`src/rtl/fpioa_v2.sv`:
```
// rtl/fpioa_v2.sv - pad/peripheral crossbar with pad synchronisers and external-line interrupts; optional macro FPIOA_ELI_FILTER_EN
module fpioa_v2 #(
    parameter int PORT_NUM = 32,
    parameter int PO_NUM   = 32,
    parameter int PI_NUM   = 32,
    parameter int ELI_NUM  = 4,
    parameter int ELI_BASE = 4,
    parameter int FLT_W    = 8
) (
    input  logic                clk,
    input  logic                rst,
    input  logic [9:0]          waddr_i,
    input  logic [31:0]         data_i,
    input  logic [3:0]          sel_i,
    input  logic                we_i,
    input  logic [9:0]          raddr_i,
    input  logic                rd_i,
    output logic [31:0]         data_o,
    input  logic [PO_NUM-1:0]   perips_ot_i,
    input  logic [PO_NUM-1:0]   perips_oe_i,
    output logic [PI_NUM-1:0]   perips_in_o,
    input  logic [PORT_NUM-1:0] fpioa_in_i,
    output logic [PORT_NUM-1:0] fpioa_ot_o,
    output logic [PORT_NUM-1:0] fpioa_oe_o,
    output logic [ELI_NUM-1:0]  irq_eli_o,
    output logic                irq_o
);
    localparam int OSW = (PO_NUM > 1) ? $clog2(PO_NUM) : 1;
    localparam int ISW = (PORT_NUM > 1) ? $clog2(PORT_NUM) : 1;

    logic [PORT_NUM-1:0]  opt_q, md0_q, md1_q, sy1_q, sy2_q;
    logic [4*ELI_NUM-1:0] elimd_q;
    logic [ELI_NUM-1:0]   pend_q, ie_q, es1_q, es2_q, fd_q, f, trig, w1c;
    logic [OSW-1:0]       osel_q [PORT_NUM];
    logic [ISW-1:0]       isel_q [PI_NUM];
    logic [31:0]          data_q, rdata, wmask;
    logic [2**OSW-1:0]    po_ot_ext, po_oe_ext;
    logic [2**ISW-1:0]    pad_ext;
    logic                 unused_addr_lsb;

    assign unused_addr_lsb = ^{waddr_i[1:0], raddr_i[1:0]};

    function automatic logic [31:0] merge(input logic [31:0] o, input logic [31:0] d, input logic [31:0] m);
        return (o & ~m) | (d & m);
    endfunction

    // byte-enable mask shared by every writable register
    always_comb wmask = {{8{sel_i[3]}}, {8{sel_i[2]}}, {8{sel_i[1]}}, {8{sel_i[0]}}};

    // configuration registers (word-decoded on waddr_i[9:2])
    always_ff @(posedge clk) begin
        if (rst) begin
            opt_q   <= '0;
            md0_q   <= '0;
            md1_q   <= '0;
            elimd_q <= '0;
            ie_q    <= '0;
            for (int p = 0; p < PORT_NUM; p++) osel_q[p] <= '0;
            for (int q = 0; q < PI_NUM; q++) isel_q[q] <= '0;
        end else if (we_i) begin
            case (waddr_i[9:2])
                8'd1: opt_q   <= PORT_NUM'(merge(32'(opt_q), data_i, wmask));
                8'd2: md0_q   <= PORT_NUM'(merge(32'(md0_q), data_i, wmask));
                8'd3: md1_q   <= PORT_NUM'(merge(32'(md1_q), data_i, wmask));
                8'd4: elimd_q <= (4*ELI_NUM)'(merge(32'(elimd_q), data_i, wmask));
                8'd6: ie_q    <= ELI_NUM'(merge(32'(ie_q), data_i, wmask));
                default: ;
            endcase
            for (int p = 0; p < PORT_NUM; p++)
                if (waddr_i[9:2] == 8'(64 + p)) osel_q[p] <= OSW'(merge(32'(osel_q[p]), data_i, wmask));
            for (int q = 0; q < PI_NUM; q++)
                if (waddr_i[9:2] == 8'(128 + q)) isel_q[q] <= ISW'(merge(32'(isel_q[q]), data_i, wmask));
        end
    end

`ifdef FPIOA_ELI_FILTER_EN
    logic [FLT_W-1:0]   flt_q [ELI_NUM];
    logic [FLT_W-1:0]   cnt_q [ELI_NUM];
    logic [ELI_NUM-1:0] ff_q;

    // glitch filter: the level only moves after s has differed for FLT+1 consecutive cycles
    always_ff @(posedge clk) begin
        if (rst) begin
            ff_q <= '0;
            for (int k = 0; k < ELI_NUM; k++) begin
                flt_q[k] <= '0;
                cnt_q[k] <= '0;
            end
        end else begin
            for (int k = 0; k < ELI_NUM; k++) begin
                if (we_i && waddr_i[9:2] == 8'(8 + k))
                    flt_q[k] <= FLT_W'(merge(32'(flt_q[k]), data_i, wmask));
                if (es2_q[k] == ff_q[k]) begin
                    cnt_q[k] <= '0;
                end else if (cnt_q[k] == flt_q[k]) begin
                    ff_q[k]  <= es2_q[k];
                    cnt_q[k] <= '0;
                end else begin
                    cnt_q[k] <= cnt_q[k] + 1'b1;
                end
            end
        end
    end
    assign f = ff_q;
`else
    localparam int unused_flt_w = FLT_W;
    assign f = es2_q;
`endif

    // trigger conditions per channel, MD nibble = {fall, rise, low, high}
    always_comb begin
        trig = '0;
        for (int k = 0; k < ELI_NUM; k++)
            trig[k] = (elimd_q[4*k]   &  f[k])
                    | (elimd_q[4*k+1] & ~f[k])
                    | (elimd_q[4*k+2] &  f[k] & ~fd_q[k])
                    | (elimd_q[4*k+3] & ~f[k] &  fd_q[k]);
    end

    // write-1-to-clear request for the pending register
    always_comb w1c = (we_i && waddr_i[9:2] == 8'd5) ? ELI_NUM'(data_i & wmask) : '0;

    // pad and ELI synchronisers, delayed filter level and sticky pending (set beats clear)
    always_ff @(posedge clk) begin
        if (rst) begin
            sy1_q  <= '0;
            sy2_q  <= '0;
            es1_q  <= '0;
            es2_q  <= '0;
            fd_q   <= '0;
            pend_q <= '0;
        end else begin
            sy1_q  <= fpioa_in_i;
            sy2_q  <= sy1_q;
            es1_q  <= perips_in_o[ELI_BASE +: ELI_NUM];
            es2_q  <= es1_q;
            fd_q   <= f;
            pend_q <= (pend_q & ~w1c) | trig;
        end
    end

    // read mux; sampled only on rd_i so a same-cycle write shows the old value
    always_comb begin
        rdata = '0;
        case (raddr_i[9:2])
            8'd0: rdata = 32'(sy2_q);
            8'd1: rdata = 32'(opt_q);
            8'd2: rdata = 32'(md0_q);
            8'd3: rdata = 32'(md1_q);
            8'd4: rdata = 32'(elimd_q);
            8'd5: rdata = 32'(pend_q);
            8'd6: rdata = 32'(ie_q);
            default: ;
        endcase
`ifdef FPIOA_ELI_FILTER_EN
        for (int k = 0; k < ELI_NUM; k++)
            if (raddr_i[9:2] == 8'(8 + k)) rdata = 32'(flt_q[k]);
`endif
        for (int p = 0; p < PORT_NUM; p++)
            if (raddr_i[9:2] == 8'(64 + p)) rdata = 32'(osel_q[p]);
        for (int q = 0; q < PI_NUM; q++)
            if (raddr_i[9:2] == 8'(128 + q)) rdata = 32'(isel_q[q]);
    end

    // registered read data, held while rd_i is low
    always_ff @(posedge clk) begin
        if (rst) data_q <= '0;
        else if (rd_i) data_q <= rdata;
    end
    assign data_o = data_q;

    // output crossbar: slot 0 is normal IO, out-of-range slots park the pad as input
    always_comb begin
        po_ot_ext = '0;
        po_oe_ext = '0;
        po_ot_ext[PO_NUM-1:0] = perips_ot_i;
        po_oe_ext[PO_NUM-1:0] = perips_oe_i;
        fpioa_ot_o = '0;
        fpioa_oe_o = '0;
        for (int p = 0; p < PORT_NUM; p++) begin
            if (osel_q[p] == '0) begin
                case ({md1_q[p], md0_q[p]})
                    2'b10: begin fpioa_oe_o[p] = 1'b1;      fpioa_ot_o[p] = opt_q[p]; end
                    2'b11: begin fpioa_oe_o[p] = ~opt_q[p]; fpioa_ot_o[p] = 1'b0;     end
                    default: ;
                endcase
            end else if (32'(osel_q[p]) < PO_NUM) begin
                fpioa_ot_o[p] = po_ot_ext[osel_q[p]];
                fpioa_oe_o[p] = po_oe_ext[osel_q[p]];
            end
        end
    end

    // input crossbar, unsynchronised; out-of-range pad selects read 0
    always_comb begin
        pad_ext = '0;
        pad_ext[PORT_NUM-1:0] = fpioa_in_i;
        perips_in_o = '0;
        for (int q = 0; q < PI_NUM; q++)
            perips_in_o[q] = (32'(isel_q[q]) < PORT_NUM) ? pad_ext[isel_q[q]] : 1'b0;
    end

    assign irq_eli_o = pend_q & ie_q;
    assign irq_o     = |irq_eli_o;
endmodule

```
`config.mk`:
```
export PLATFORM = sky130hd
export DESIGN_NAME = fpioa_v2
export DESIGN_NICKNAME = d
export VERILOG_FILES = /design/src/rtl/fpioa_v2.sv
export SDC_FILE = /design/constraint.sdc
export NUM_CORES = 2
export LEC_CHECK = 0
export CORE_MARGIN = 2
export CORE_UTILIZATION = 35
export CTS_BUF_LIST = sky130_fd_sc_hd__clkbuf_8
export DETAILED_ROUTE_END_ITERATION = 8
export GPL_ROUTABILITY_DRIVEN = 0
export MAX_ROUTING_LAYER = met4
export PLACE_DENSITY = 0.54
export SKIP_CTS_REPAIR_TIMING = 1
export SLEW_MARGIN = 20
export SYNTH_ARGS = -nofsm -noshare
export SYNTH_HDL_FRONTEND = slang
export SYNTH_SLANG_ARGS = --single-unit
```
`constraint.sdc`:
```
create_clock -name clk -period 2.6 [get_ports clk]
set_input_delay 0.52 -clock clk [delete_from_list [all_inputs] [get_ports clk]]
set_output_delay 0.52 -clock clk [all_outputs]
set_load 0.01 [all_outputs]
```
* Yosys cells after proc, flatten, opt, wreduce, memory -nomap -nowiden
Memories as Yosys holds them, arrays and structs flattened.
Index checks and enable logic that the tools add are counted.
** Word-level totals
- Register bits :: 228
- Memory bits (writable) :: 320
- Bits of input ports :: 156
- Output and inout port bits :: 133
- Word-level logic and storage cells :: 1314
- Memories :: 2
** Memories
- isel_q :: depth 32, width 5, read ports 32, clocked after memory_dff 0, wr ports 32, line 35 : logic [ISW-1:0] isel_q [PI_NUM];
- osel_q :: depth 32, width 5, read ports 32, clocked after memory_dff 0, wr ports 32, line 34 : logic [OSW-1:0] osel_q [PORT_NUM];
** Operators by class
- Order comparisons :: 64
- Equality and inequality tests :: 204
- Muxes and demuxes :: 708
- Bitwise logic cells :: 284
- Reductions and logical operators :: 40
** Operator list (number)
- $mux W32 :: 64
- $eq A8 B7 Y1 const B :: 64
- $eq A8 B8 Y1 const B :: 64
- $bmux W1 S5 :: 96
- $mux W1 :: 450
- $lt A5 B6 Y1 const B :: 64
- $and A5 B5 Y5 :: 64
- $mux W5 :: 64
- $or A5 B5 Y5 :: 64
- $pmux W32 S7 :: 1
- $logic_not A5 Y1 :: 32
- $and A32 B32 Y32 :: 4
- $eq A2 B2 Y1 const B :: 64
- $or A32 B32 Y32 :: 3
- $or A1 B1 Y1 :: 76
- $pmux W1 S2 :: 32
- $eq A8 B3 Y1 const B :: 6
- $not A1 Y1 :: 40
- $eq A8 B2 Y1 const B :: 4
- $not A32 Y32 :: 1
- $and A1 B1 Y1 :: 24
- $and A16 B16 Y16 :: 1
- $eq A8 B1 Y1 const B :: 2
- $or A16 B16 Y16 :: 1
- 8 further kinds :: 15

* Longest topological paths before layout
- Word-level depth :: 66
- Mapped depth :: 13
- Mapped depth without buffers :: 8

* Worst setup path after synthesis
OpenSTA, ideal clock, no wires.
- Path kind :: register to output
- Start :: memory isel_q[0][30] (netlist bit)
- End :: output port perips_in_o[6]
- Data arrival time :: 2105 ps
- Required time :: 2080 ps
- Path slack :: -25 ps
- Cell stages (with the launch flop) :: 5
- Path buffers :: 1
- Cells stage by stage :: edfxtp_1 -> buf_1 -> mux4_2 -> mux4_2 -> mux2_2
** RTL lines
- start: declaration :: line 35
- end: declaration :: line 21 : output logic [PI_NUM-1:0] perips_in_o,

==> out/metrics.json <==
{
  "run_status": {
    "run_status": "complete, but fails checks",
    "failed_checks": "DRC, setup timing"
  },
  "logic_synthesis": {
    "synth.lib_cells_used.distinct": 88,
    "synth.avg_cell_area_sq_um": 11.4,
    "synth_nets": 4827,
    "synth_flop_cell": "edfxtp_1",
    "netlist_instances": 4671,
    "synth_top_area_cell": "mux4_2",
    "synth_seq_area_share": 0.267,
    "post-synth-top-area-fraction": 0.408,
    "count_of_synthesis_stage_warnings_from_yosys": 0,
    "synth-edff-count": 320,
    "synth-seq-cells": 548,
    "netlist_area_sq_um": 53200,
    "ffs_w_async_s_r_synth": 0,
    "main_area_contributors_after_synthesis": "mux4_2 (41%), edfxtp_1 (18%), dfxtp_1 (8.6%), a21oi_1 (5.6%), clkbuf_1 (4.1%)"
  },
  "cts": {
    "clock_tree.htree_level_count": 3,
    "tritoncts": "done",
    "cts.path.max_buffers": 3,
    "clock_insertion_delay_worst_skew_ns": 0.82,
    "root_buffer": "clkbuf_8",
    "cts_num_sinks": 548,
    "path_clk_slew_ns": 0.06,
    "cts-buffers-inserted": 98
  },
  "layout": {
    "area_delta_synth_final_pct": 36.9,
    "design.final.nets": 5763,
    "final_util": 0.481,
    "final_common_cell": "mux4_2",
    "most-common-layout-cells": "mux4_2 (962), buf_4 (928), a21oi_1 (569)",
    "fraction_of_final_layout_cells_sized_beyond_drive_strength_1": 0.484,
    "fin_cells": 7726
  },
  "setup_path": {
    "path_class": "register to output port",
    "timing.critical_path.arrival_ns": 3.35,
    "worst_setup_path_start_kind": "register",
    "critical_path.max_stage_delay_ns": 0.52,
    "critPathBufInv": 4,
    "crit_top_cell": "mux4_2",
    "timing.critical_path.slowest_stage_cell": "mux4_2",
    "cp_max_fo": 9,
    "worstSetupEndpointType": "output port",
    "timing.critical_path.cells": "buf_12, buf_6, mux4_2, mux4_2, a211oi_4, buf_4, a21oi_1, clkbuf_2",
    "cpLargestDelayFamily": "multiplexers",
    "timing.critical_path.required_ns": 2.08
  },
  "sta": {
    "fin_setup_tns_ns": -90.47,
    "relSlewSlack": 0.594,
    "worst_slack_ns": -1.27,
    "period_share": 1.49,
    "rsz0062_at_grt": "yes",
    "report.final.slew_viol_count": 0,
    "hold_viol_final": 0,
    "timing_limited_maximum_frequency_ghz": 0.258,
    "clock_skew_ns": 0.0481,
    "tightest_slew_ns": 0.606,
    "fin_crit_ns": 3.87,
    "setup_viol_count_final": 99
  },
  "placement": {
    "worst_setup_timing_slack_at_the_placement_stage_ns": -1.88,
    "port_buffers": 284,
    "placed_cells": 7367,
    "dp_hpwl_um": 197000
  },
  "drt": {
    "drt_iter0_drc": 9824,
    "remaining_drc_errors": 4,
    "detail-route-antenna-nets": 0,
    "post_drt_wl_per_cell_um": 36.2,
    "vias": 53635,
    "route.detailed.vias_per_inst": 6.94,
    "postRouteWirelength_um": 279000,
    "drt_pre_antenna_iters": 9
  },
  "floorplanning": {
    "core_area_sq_um": 151000,
    "dieWidth_um": 394,
    "io-pin-count": 289,
    "chipHeight_um": 394,
    "die_area_sq_um": 155000,
    "rows": 143,
    "start_util": 0.351
  },
  "min_path": {
    "worst_hold_path_type": "input pin to register"
  },
  "power": {
    "fin_total_pwr_mw": 29.5,
    "p_leak_nw": 26.0,
    "power.ir.vdd_worst_mv": 0.338,
    "power.density_cell_area_nw_per_um2": 406
  },
  "global_routing": {
    "grt_first_pass_wirelength_um": 382000,
    "grt_antenna_before_repair": 17,
    "globalRoute.totalOverflow": 0,
    "gr-usage-all-layers": 0.351,
    "via_count_of_the_first_global_routing_pass": 49917,
    "grt_start_max_net_pins": 73
  },
  "job": {
    "max-cap-violations": 0
  }
}
==> area by class of cell <==
class                   count  area [sq um]
fillers                 13607         78600
inverters                  12          45.0
clock buffers             113          1560
flip-flops and latches    548         14200
diodes                     14          35.0
multi-input cells        3352         37200
clock inverters            62           447
repair buffers           1595         16800
well taps                2030          2540
==> where the power goes <==
part / switching [mW] / internal [mW]
clock network: 4.17 / 4.49
registers: 0.398 / 9.52
logic: 5.41 / 5.51
==> logic make-up after synthesis <==
logic type,Yosys count,share of synthesized area
multiplexers,1105,0.436
flip-flops,548,0.267
AND/OR/NAND/NOR,1173,0.119
AO/OA/AOI/OAI,1074,0.121
buffers and inverters,771,0.0580
==> worst paths after layout <==
kind,startpoint,endpoint,slack (ns),cells after the start
setup / recovery,osel_q[1][10]$_SDFFCE_PP0P_,fpioa_oe_o[18],-1.27,8
hold / removal,rst,isel_q[0][122]$_SDFFCE_PP0P_,0.20,2
setup reg to reg,osel_q[0][22]$_SDFFCE_PN0P_,data_o[2]$_SDFFE_PP0P_,-0.09,7
hold reg to reg,sy1_q[2]$_SDFF_PP0_,sy2_q[2]$_SDFF_PP0_,0.43,1
==> per-layer routing <==
layer,global-route usage,wire length (um),vias to the layer above
li1,-,-,20498
met1,0.431,93300,26430
met2,0.501,119000,5522
met3,0.120,44400,1185
met4,0.204,22700,0
met5,-,0,-
==> synthesized netlist by cell type (all sizes together), types with 7 or more instances <==
cell / n
mux4: 962
a21oi: 593
clkbuf: 585
nand2b: 333
edfxtp: 320
nand2: 285
dfxtp: 228
buf: 174
nor2: 163
nor2b: 125
o21ai: 116
nand3: 115
mux2i: 91
a21o: 76
a22oi: 56
mux2: 52
a211oi: 50
or4: 35
o22ai: 34
nand4b: 32
nor3: 29
a222oi: 17
a31oi: 15
o211ai: 15
a221oi: 12
inv: 12
o221ai: 10
and2: 9
nor4: 8
a22o: 7
o32ai: 7
==> per-stage QoR <==
step | cell area (sq um) | hold WS [ns]
2_1_floorplan | 53200 | 0.414
3_3_place_gp | 67300 | 0.418
3_5_place_dp | 67300 | 0.425
4_1_cts | 69300 | 0.109
5_1_grt | 72800 | 0.170
6_report | 72800 | 0.200
Power figures use the tool's default switching activity.
